`config.mk`:
```
export PLATFORM = sky130hd
export DESIGN_NAME = tag_ctrl
export DESIGN_NICKNAME = d
export VERILOG_FILES = /design/src/rtl/tag_ctrl.sv
export SDC_FILE = /design/constraint.sdc
export NUM_CORES = 1
export LEC_CHECK = 0
export CAP_MARGIN = 5
export CORE_MARGIN = 2
export CORE_UTILIZATION = 25
export DETAILED_ROUTE_END_ITERATION = 12
export DONT_BUFFER_PORTS = 1
export GPL_TIMING_DRIVEN = 0
export PLACE_DENSITY_LB_ADDON = 0.12
export SLEW_MARGIN = 20
export SYNTH_ARGS = -nofsm -noshare
export SYNTH_HDL_FRONTEND = slang
export SYNTH_SLANG_ARGS = --single-unit
export TNS_END_PERCENT = 20
```
`constraint.sdc`:
```
create_clock -name clock_i -period 5.75 [get_ports clock_i]
set_input_delay 0.575 -clock clock_i [delete_from_list [all_inputs] [get_ports clock_i]]
set_output_delay 0.575 -clock clock_i [all_outputs]
set_load 0.02 [all_outputs]
```
`src/rtl/tag_ctrl.sv`:
```
// rtl/tag_ctrl.sv - 64-entry 3-bit cache tag store with fill/invalidate write port, flush sweep and registered lookup
module tag_ctrl (
  input  logic       clock_i,
  input  logic       reset_i,
  input  logic [5:0] ad_i,
  input  logic [2:0] tag_i,
  output logic [2:0] tag_o,
  output logic       hit_o,
  input  logic       wr_req_i,
  input  logic [5:0] wr_ad_i,
  input  logic [2:0] wr_tag_i,
  input  logic       wr_valid_i,
  output logic       wr_ack_o,
  input  logic       flush_i,
  output logic       busy_o
);

  typedef enum logic [1:0] {
    S_FLUSH = 2'd0,
    S_IDLE  = 2'd1,
    S_ACK   = 2'd2
  } state_t;

  state_t     r_state;
  state_t     w_state_nxt;
  logic [5:0] r_cnt;
  logic [5:0] w_cnt_nxt;

  // Entry layout: {valid, tag[2:0]}
  logic [3:0] r_mem [64];

  logic       w_we;
  logic [5:0] w_wad;
  logic [3:0] w_wdata;
  logic [3:0] w_rd;

  logic [5:0] r_ad;
  logic [2:0] r_tag;
  logic [2:0] r_tag_out;
  logic       r_hit;
  logic       w_busy;

  assign w_busy   = (r_state == S_FLUSH);
  assign busy_o   = w_busy;
  // The ack is dropped in the very cycle reset is raised, so a reset during ACK never shows a pulse
  assign wr_ack_o = (r_state == S_ACK) && !reset_i;
  assign tag_o    = r_tag_out;
  assign hit_o    = r_hit;
  assign w_rd     = r_mem[r_ad];

  // State and sweep-counter register; reset restarts the clearing sweep from entry 0
  always_ff @(posedge clock_i) begin
    if (reset_i) begin
      r_state <= S_FLUSH;
      r_cnt   <= 6'd0;
    end else begin
      r_state <= w_state_nxt;
      r_cnt   <= w_cnt_nxt;
    end
  end

  // Next state and single write-port arbitration: sweep owns the port in FLUSH, requester in IDLE
  always_comb begin
    w_state_nxt = r_state;
    w_cnt_nxt   = r_cnt;
    w_we        = 1'b0;
    w_wad       = r_cnt;
    w_wdata     = 4'b0000;
    case (r_state)
      S_FLUSH: begin
        w_we      = 1'b1;
        w_wad     = r_cnt;
        w_cnt_nxt = r_cnt + 6'd1;
        if (r_cnt == 6'd63) begin
          w_state_nxt = S_IDLE;
        end
      end
      S_IDLE: begin
        if (wr_req_i && !flush_i) begin
          w_we        = 1'b1;
          w_wad       = wr_ad_i;
          w_wdata     = {wr_valid_i, wr_tag_i};
          w_state_nxt = S_ACK;
        end
      end
      S_ACK: begin
        w_state_nxt = S_IDLE;
      end
      default: begin
        w_state_nxt = S_FLUSH;
        w_cnt_nxt   = 6'd0;
      end
    endcase
    // A flush request overrides everything and restarts the sweep
    if (flush_i) begin
      w_state_nxt = S_FLUSH;
      w_cnt_nxt   = 6'd0;
    end
  end

  // Tag RAM write: no reset on the array itself, the sweep clears it; no write is committed under reset
  always_ff @(posedge clock_i) begin
    if (w_we && !reset_i) begin
      r_mem[w_wad] <= w_wdata;
    end
  end

  // Lookup pipeline: register index/tag, then register the RAM read and compare (old data on same-edge write)
  always_ff @(posedge clock_i) begin
    if (reset_i) begin
      r_ad      <= 6'd0;
      r_tag     <= 3'd0;
      r_tag_out <= 3'd0;
      r_hit     <= 1'b0;
    end else begin
      r_ad      <= ad_i;
      r_tag     <= tag_i;
      r_tag_out <= w_rd[2:0];
      r_hit     <= w_rd[3] && (w_rd[2:0] == r_tag) && !w_busy;
    end
  end

endmodule

```
Word-level counts from Yosys, hierarchy flattened
Memory sizes are Yosys's and may differ from the RTL's. A register that Yosys moved wholly into a read port is not among the register bits.
Cells that the tools add are included.

operators by class
  $mul = 0
  $add $sub $neg = 1
  divide/modulo/power cells = 0
  multiplexer cells = 13
  order comparisons = 0
  bitwise gates (word level) = 0
  reductions and logical operators = 12
  shifts and indexed selects = 0
  eq/ne operators = 6

operators by type and width
  operator             count
  $mux 6               3
  $pmux 6 s2           1
  $mux 4               2
  $add 6x1->6 const B  1
  $eq 6x6->1 const B   1
  $pmux 2 s3           1
  $logic_and 1x1->1    5
  $mux 2               2
  $reduce_or 2->1      2
  $eq 3x3->1           1
  $logic_not 1->1      3
  $mux 1               3
  $eq 2x1->1 const B   1
  $eq 2x2->1 const B   1
  $logic_not 2->1      1
  $ne 2x1->1 const B   1
  $ne 2x2->1 const B   1
  $pmux 1 s2           1
  $reduce_and 2->1     1

storage, ports and cells
  memories = 1
  ROM bits = 0
  register bits after elaboration = 15
  latch bits = 0
  logic and storage cells = 38
  bits in writable memories = 256
  input port bits = 23
  output and inout bits = 6

memory list
  memory  words  bits a word  rd ports  clocked after Yosys merged registers in  write ports  RTL line  source
  r_mem   64     4            1         1                                        1            30        logic [3:0] r_mem [64];

Longest topological paths before layout
Gate-level depths: netlist (run 1).

  word-level depth = 7
  mapped depth = 10
  mapped depth without buffers = 8

Least setup slack after synthesis (run 1)
OpenSTA, ideal clock, no wires.

  kind = input to register
  from = in wr_req_i
  to = mem r_mem[0][0] (data pin)
  data required time = 5.383 ns
  arrival time = 2.059 ns
  path buffers = 1
  setup time = 0.367 ns
  setup slack = 3.324 ns
  stages = 4
  cell sequence = inv_1 nor3b_1 clkbuf_1 and2_1

on the way
  word-level cells in the longest chain between the ends = 3

ends and longest elaborated chain
  element               RTL line  source
  start, declared       9         input logic wr_req_i,
  $logic_and 1x1->1     79        if (wr_req_i && !flush_i) begin
  $mux 4                79
  $mux 4                69        case (r_state)
  named net w_wdata[0]  34        logic [3:0] w_wdata;
  end, declared         30

The timed path passes the listed nets, and every way through them passes these cells.

==> results of run 1 <==
==> flip-flops by register name, indices dropped and copies added (netlist names), named ones only <==
register / flops
r_mem: 256
r_cnt: 6
r_tag: 3
tag_o: 3
r_state: 2
hit_o: 1
==> cells in the final DEF, fill, tap and decap left out, types with 9 or more instances in the layout <==
master and n:
sky130_fd_sc_hd__inv_1 10, sky130_fd_sc_hd__mux2i_1 31, sky130_fd_sc_hd__nand3_1 17, sky130_fd_sc_hd__mux4_2 45, sky130_fd_sc_hd__clkbuf_1 21, sky130_fd_sc_hd__a22oi_1 16
sky130_fd_sc_hd__nor2_1 86, sky130_fd_sc_hd__a21oi_1 9, sky130_fd_sc_hd__clkbuf_16 35, sky130_fd_sc_hd__nand2_1 40, sky130_fd_sc_hd__dfxtp_1 21, sky130_fd_sc_hd__edfxtp_1 256
sky130_fd_sc_hd__mux2_2 12, sky130_fd_sc_hd__nor2b_1 16
==> per-layer routing <==
metal  up-vias  wire length [um]
li1       2788                 -
met1      3356             15600
met3        51              1990
met5         -                 0
met4         0               795
met2       183             16400
==> layout make-up <==
cell class | instances | area, sq um | share of cell area, %
sequential | 277 | 8110 | 60.7
multi-input combinational | 374 | 3150 | 23.6
clock buffer | 46 | 927 | 6.95
tap | 600 | 751 | 5.62
buffer | 29 | 219 | 1.64
clock inverter | 15 | 148 | 1.11
inverter | 10 | 37.5 | 0.281
antenna | 1 | 2.50 | 0.0187
==> cell families after synthesis <==
| group | Yosys count | synth area share [%] |
|---|---|---|
| AND/OR/NAND/NOR | 205 | 8.45 |
| adder cells (fa/ha/maj) | 5 | 0.544 |
| buffers and inverters | 39 | 2.23 |
| multiplexers | 93 | 13.8 |
| XOR/XNOR | 5 | 0.381 |
| AO/OA/AOI/OAI | 66 | 4.13 |
| flip-flops | 277 | 70.5 |
==> worst paths after layout <==
path | endpoint | cells past startpoint | slack, ps
worst min-delay path | r_state[1] | 1 | 140
worst min register to register | r_cnt[5] | 2 | 540
worst max register to register | hit_o | 9 | 2120
worst max-delay path | hit_o | 9 | 2120
==> through the flow <==
stage               hold WS (ps)  utilization, %  cell area (sq um)  setup WS [ps]
detailed placement           528            27.0              12300           2130
CTS                          117            29.4              13300           2100
global route                 118            29.4              13300           2030
floorplan                    475               -              11500           3320
global placement             500            27.0              12300           1900
finish                       140            29.4              13300           2120
==> power by group through the flow <==
stage          registers (mW)  clock network, mW  logic (mW)
2_1_floorplan            2.22                  0       0.106
3_3_place_gp             2.23                  0       0.167
3_5_place_dp             2.23                  0       0.166
4_1_cts                  2.19               2.13       0.167
5_1_grt                  2.19               2.22       0.175
6_report                 2.19               2.09       0.164
==> out/qor.json, run 1 <==
{
  "status": "complete, no violations",
  "fin_crit_ps": 3630,
  "powerDensity_nw_per_um2": 333,
  "grt_first_pass_wirelength_um": 49600,
  "worst_hold_startpoint": "flush_i",
  "data_arrival_at_the_endpoint_of_the_critical_path_ps": 4000,
  "synth_area_per_cell_sq_um": 16.7,
  "numPortBuffers": 0,
  "die-height_um": 219,
  "max_stage_delay_ps": 870,
  "clkSinkCount": 277,
  "setup.worst_path.end_class": "flop",
  "relSlewSlack_pct": 25.5,
  "dpl_wire_length_um": 23400,
  "area_growth_syn_to_layout_pct": 16.0,
  "initial_antenna_violation_count": 1,
  "global_route_track_usage_on_met1_pct": 20.0,
  "finalWirelength_um": 34800,
  "grt_start_max_net_pins": 65,
  "maximum_vdd_drop_uv": 167,
  "layout-drive-gt1-share_pct": 17.0,
  "cts-buffers-inserted": 34,
  "routabilityCongestion": 0.835,
  "fmax_ghz": 0.275,
  "synth.most_common_cell": "sky130_fd_sc_hd__edfxtp_1",
  "worst-path-buf-inv": 3,
  "grt.overflow.total": 0,
  "tritoncts": "built",
  "groute.layer.met3.usage_pct": 3.40,
  "cts-htree-levels": 2,
  "grt_util_met2_pct": 24.1,
  "dr.first_iter.drc_count": 429,
  "crit_path_max_fanout": 10,
  "mappedNetlistArea_sq_um": 11500,
  "crit_chain": "buf_6, buf_2, clkbuf_1, mux4_2, a22oi_1, nand3_1, nand4_1, xnor2_1, nor4_2",
  "finalNonFillerCells": 1352,
  "setup_total_negative_slack_ps": 0,
  "finalMaxSlewViolations": 0,
  "post_synth_inst_count": 690,
  "period_share_pct": 63.2,
  "rsz0062_at_grt": "false",
  "die_area_sq_um": 47800,
  "cts_setup_buffers": 0,
  "global_route.peak_usage_layer": "met2",
  "cts_hold_buffers": 0,
  "net-switching-power_mw": 0.941,
  "hp-class": "in2reg",
  "leakage_nw": 4.00,
  "final-setup-viol-count": 0,
  "synth_seq_cells": 277,
  "required_ps": 6120,
  "cellInternalPower_mw": 3.50,
  "dominant_cell_type_by_area_after_synthesis": "sky130_fd_sc_hd__edfxtp_1",
  "die_w_um": 219,
  "yosys-top-cells-count": "sky130_fd_sc_hd__edfxtp_1 (256), sky130_fd_sc_hd__nor2_1 (86), sky130_fd_sc_hd__mux4_2 (45)",
  "pwr-share-clk_pct": 47.1,
  "ioPinCount": 29,
  "synth.top_cells.by_area": "sky130_fd_sc_hd__edfxtp_1 (67%), sky130_fd_sc_hd__mux4_2 (8.8%), sky130_fd_sc_hd__dfxtp_1 (3.7%), sky130_fd_sc_hd__nor2_1 (2.8%), sky130_fd_sc_hd__mux2i_1 (2.7%)",
  "placeable_core_area_sq_um": 45400,
  "synth_top_flop_cell": "sky130_fd_sc_hd__edfxtp_1",
  "p_comb_share_pct": 3.7,
  "critPathLaunchType": "flop",
  "synth_edf_count": 256,
  "drt_via_density": 4.72,
  "syn-num-nets": 718,
  "cts_resized": 0,
  "gr-usage-all-layers_pct": 14.9,
  "final_nets": 754,
  "via_count": 6378,
  "sequentialPowerShare_pct": 49.2,
  "drv_cap": 0,
  "drc": 0,
  "row_count": 78,
  "place_inst": 1290,
  "power.total_mw": 4.44,
  "number_of_global_route_vias_before_repair": 6719,
  "cts-root-buf": "sky130_fd_sc_hd__clkbuf_16",
  "route.detailed.wl_per_inst_um": 25.8,
  "clock_latency_ps": 520,
  "hold_viol_final": 0,
  "async_flop_share_pct": 0,
  "clkTransAtPathRegs_ps": 60,
  "tightestPinTransition_ps": 1120,
  "timing_worst_setup_path_type": "reg2reg",
  "crit_slowest_cell": "sky130_fd_sc_hd__clkbuf_1",
  "starting_density_pct": 25.4,
  "fillCellCount": 4512,
  "router_iterations_before_antenna_repair": 6,
  "worst_clock_skew_ps": 21.5,
  "cts.path.max_buffers": 3,
  "synth_top_area_share_pct": 66.8,
  "share_of_synthesized_area_occupied_by_flip_flops_and_latches_pct": 70.5,
  "swShare_pct": 21.2,
  "post_synth_num_cell_types": 59,
  "synth.yosys.warnings": 0,
  "crit_family": "buffers and inverters",
  "final_antenna_net_count": 0
}
Note: power is estimated with default switching activity, not from simulation.
==> inputs of run 2 (changes only) <==
==> constraint.sdc (replaced) <==
create_clock -name clock_i -period 3.7 [get_ports clock_i]
set_input_delay 0.37 -clock clock_i [delete_from_list [all_inputs] [get_ports clock_i]]
set_output_delay 0.37 -clock clock_i [all_outputs]
set_load 0.02 [all_outputs]
==> run 2 against run 1 <==
Effect of this change:
- die area unchanged
- count of clock-buffer cells in the layout unchanged
- via count increased by 0.22%
- largest power group unchanged
- maximum frequency increased by 1.6%
- hold slack worse by 110 ps
- worst setup slack worse by 2000 ps
- flip-flop and latch count unchanged
- first-iteration DRC count shrank 4.0%
==> out/qor.json, run 2 (synthesis gave the netlist of run 1 again) <==
{
  "starting_density_pct": 25.4,
  "initial_antenna_violation_count": 0,
  "rsz0062_at_grt": "false",
  "relSlewSlack_pct": 29.1,
  "route.detailed.wl_per_inst_um": 25.7,
  "numPortBuffers": 0,
  "worst_hold_slack_ps": 32.9,
  "post-route-util_pct": 29.6,
  "seq_area_sq_um": 8110,
  "die_w_um": 219,
  "timing_worst_setup_path_type": "reg2reg",
  "powerDensity_nw_per_um2": 514,
  "worst-path-buf-inv": 3,
  "multi_input_comb_area_sq_um": 3150,
  "tritoncts": "built",
  "global_route.peak_usage_layer": "met2",
  "clkSinkCount": 277,
  "row_count": 78,
  "critical_path_depth": 9,
  "grt_util_met2_pct": 24.1,
  "cts-buffers-inserted": 34,
  "clock_latency_ps": 520,
  "worst_hold_startpoint": "ad_i[2]",
  "routabilityCongestion": 0.835,
  "fin_crit_ps": 3570,
  "gr-usage-all-layers_pct": 14.9,
  "crit_path_max_fanout": 10,
  "cts_setup_buffers": 0,
  "maximum_vdd_drop_uv": 258,
  "registers_with_the_most_flip_flops": "r_mem (256), r_cnt (6)",
  "global_route_track_usage_on_met1_pct": 19.9,
  "period_share_pct": 96.6,
  "layout-drive-gt1-share_pct": 16.8,
  "crit_chain": "buf_6, buf_2, clkdlybuf4s15_1, mux4_2, a22oi_1, nand3_1, nand4_1, xnor2_1, nor4_2",
  "clkTransAtPathRegs_ps": 60,
  "data_arrival_at_the_endpoint_of_the_critical_path_ps": 3940,
  "placeable_core_area_sq_um": 45400,
  "power.total_mw": 6.91,
  "hp-class": "in2reg",
  "finalWirelength_um": 34900,
  "required_ps": 4070,
  "area_growth_syn_to_layout_pct": 16.8,
  "r2r_end": "hit_o",
  "top_register": "r_mem",
  "max_stage_delay_ps": 830,
  "setup.worst_path.end_class": "flop",
  "worst_clock_skew_ps": 20.1,
  "dr.first_iter.drc_count": 412,
  "router_iterations_before_antenna_repair": 5,
  "critPathLaunchType": "flop",
  "drt_via_density": 4.70,
  "cts-root-buf": "sky130_fd_sc_hd__clkbuf_16",
  "largest_register_ffs": 256,
  "timing.reg2reg.worst_path_depth": 9,
  "drc": 0,
  "layout_common_cells": "sky130_fd_sc_hd__edfxtp_1 (256), sky130_fd_sc_hd__nor2_1 (86), sky130_fd_sc_hd__mux4_2 (45), sky130_fd_sc_hd__nand2_1 (40), sky130_fd_sc_hd__clkbuf_16 (35)",
  "hold_viol_final": 0,
  "ioPinCount": 29,
  "grt_first_pass_wirelength_um": 49700,
  "fillCellCount": 4518,
  "cts-htree-levels": 2,
  "final_nets": 763,
  "number_of_diodes_added_for_antenna_fixing": 0,
  "die_area_sq_um": 47800,
  "dpl_wire_length_um": 23400,
  "grt.overflow.total": 0,
  "final_common_cell": "sky130_fd_sc_hd__edfxtp_1",
  "groute.layer.met3.usage_pct": 3.37,
  "via_count": 6392,
  "crit_slowest_cell": "sky130_fd_sc_hd__clkdlybuf4s15_1",
  "reg2reg_slack_ps": 130,
  "leakage_nw": 4.02,
  "number_of_global_route_vias_before_repair": 6786,
  "grt_start_max_net_pins": 65,
  "drv_cap": 0,
  "cts.path.max_buffers": 3,
  "status": "complete, no violations",
  "fmax_ghz": 0.280,
  "die-height_um": 219,
  "crit_family": "buffers and inverters",
  "holdPathStages": 1,
  "tightestPinTransition_ps": 1060,
  "finalMaxSlewViolations": 0,
  "final_antenna_net_count": 0,
  "final-setup-viol-count": 0
}
-- run 2: changes by cell type in the layout (fill, tap and decap cells not counted), sizes merged --
cell           change
clkbuf             -1
clkdlybuf4s15      +1
diode              -1
dlygate4sd3        +9
-- run 2: worst reg2reg max path, stage by stage, from the launching register on --
cell,delay [ps]
sky130_fd_sc_hd__dfxtp_1,360
sky130_fd_sc_hd__buf_6,230
sky130_fd_sc_hd__buf_2,410
sky130_fd_sc_hd__clkdlybuf4s15_1,840
sky130_fd_sc_hd__mux4_2,470
sky130_fd_sc_hd__a22oi_1,270
sky130_fd_sc_hd__nand3_1,130
sky130_fd_sc_hd__nand4_1,220
sky130_fd_sc_hd__xnor2_1,180
sky130_fd_sc_hd__nor4_2,330
-- run 2: where the power goes --
| part | total (mW) | switching, mW | internal, mW |
|---|---|---|---|
| registers | 3.40 | 0.0151 | 3.38 |
| clock network | 3.24 | 1.28 | 1.96 |
| logic | 0.267 | 0.167 | 0.100 |
-- run 2: what timing repair did --
item,CTS,global route
hold buffers,9,0
hold endpoints to repair,9,0
endpoints found under the setup margin,0,1
resized for setup,0,2
-- run 2: layer usage --
metal / routed length, um / share of wire (%) / vias to the layer above
met2: 16400 / 47 / 194
met3: 2240 / 6.4 / 54
li1: - / - / 2803
met4: 853 / 2.4 / 0
met5: 0 / 0 / -
met1: 15400 / 44 / 3341
-- run 2: per-stage QoR --
stage | area, sq um | instances | setup TNS, ps | setup slack (ps)
global placement | 12300 | 1290 | -20130 | -144
floorplan | 11500 | 690 | 0 | 1330
finish | 13400 | 1360 | 0 | 126
CTS | 13400 | 1360 | 0 | 53.5
global route | 13400 | 1360 | 0 | 9.58
detailed placement | 12300 | 1290 | 0 | 81.4
-- run 2: layout make-up --
cell class / count / area share, %
sequential: 277 / 60.3
multi-input combinational: 374 / 23.5
clock buffer: 46 / 6.90
tap: 600 / 5.59
buffer: 29 / 1.68
clock inverter: 15 / 1.10
timing repair buffer: 9 / 0.670
inverter: 10 / 0.279
-- run 2: worst max-delay path by stage --
stage / start / to
finish: flop / hit_o
CTS: flop / hit_o
global placement: r_state[1] / r_mem[52][1]
detailed placement: flop / hit_o
floorplan: r_state[1] / r_mem[0][0]
global route: flop / hit_o
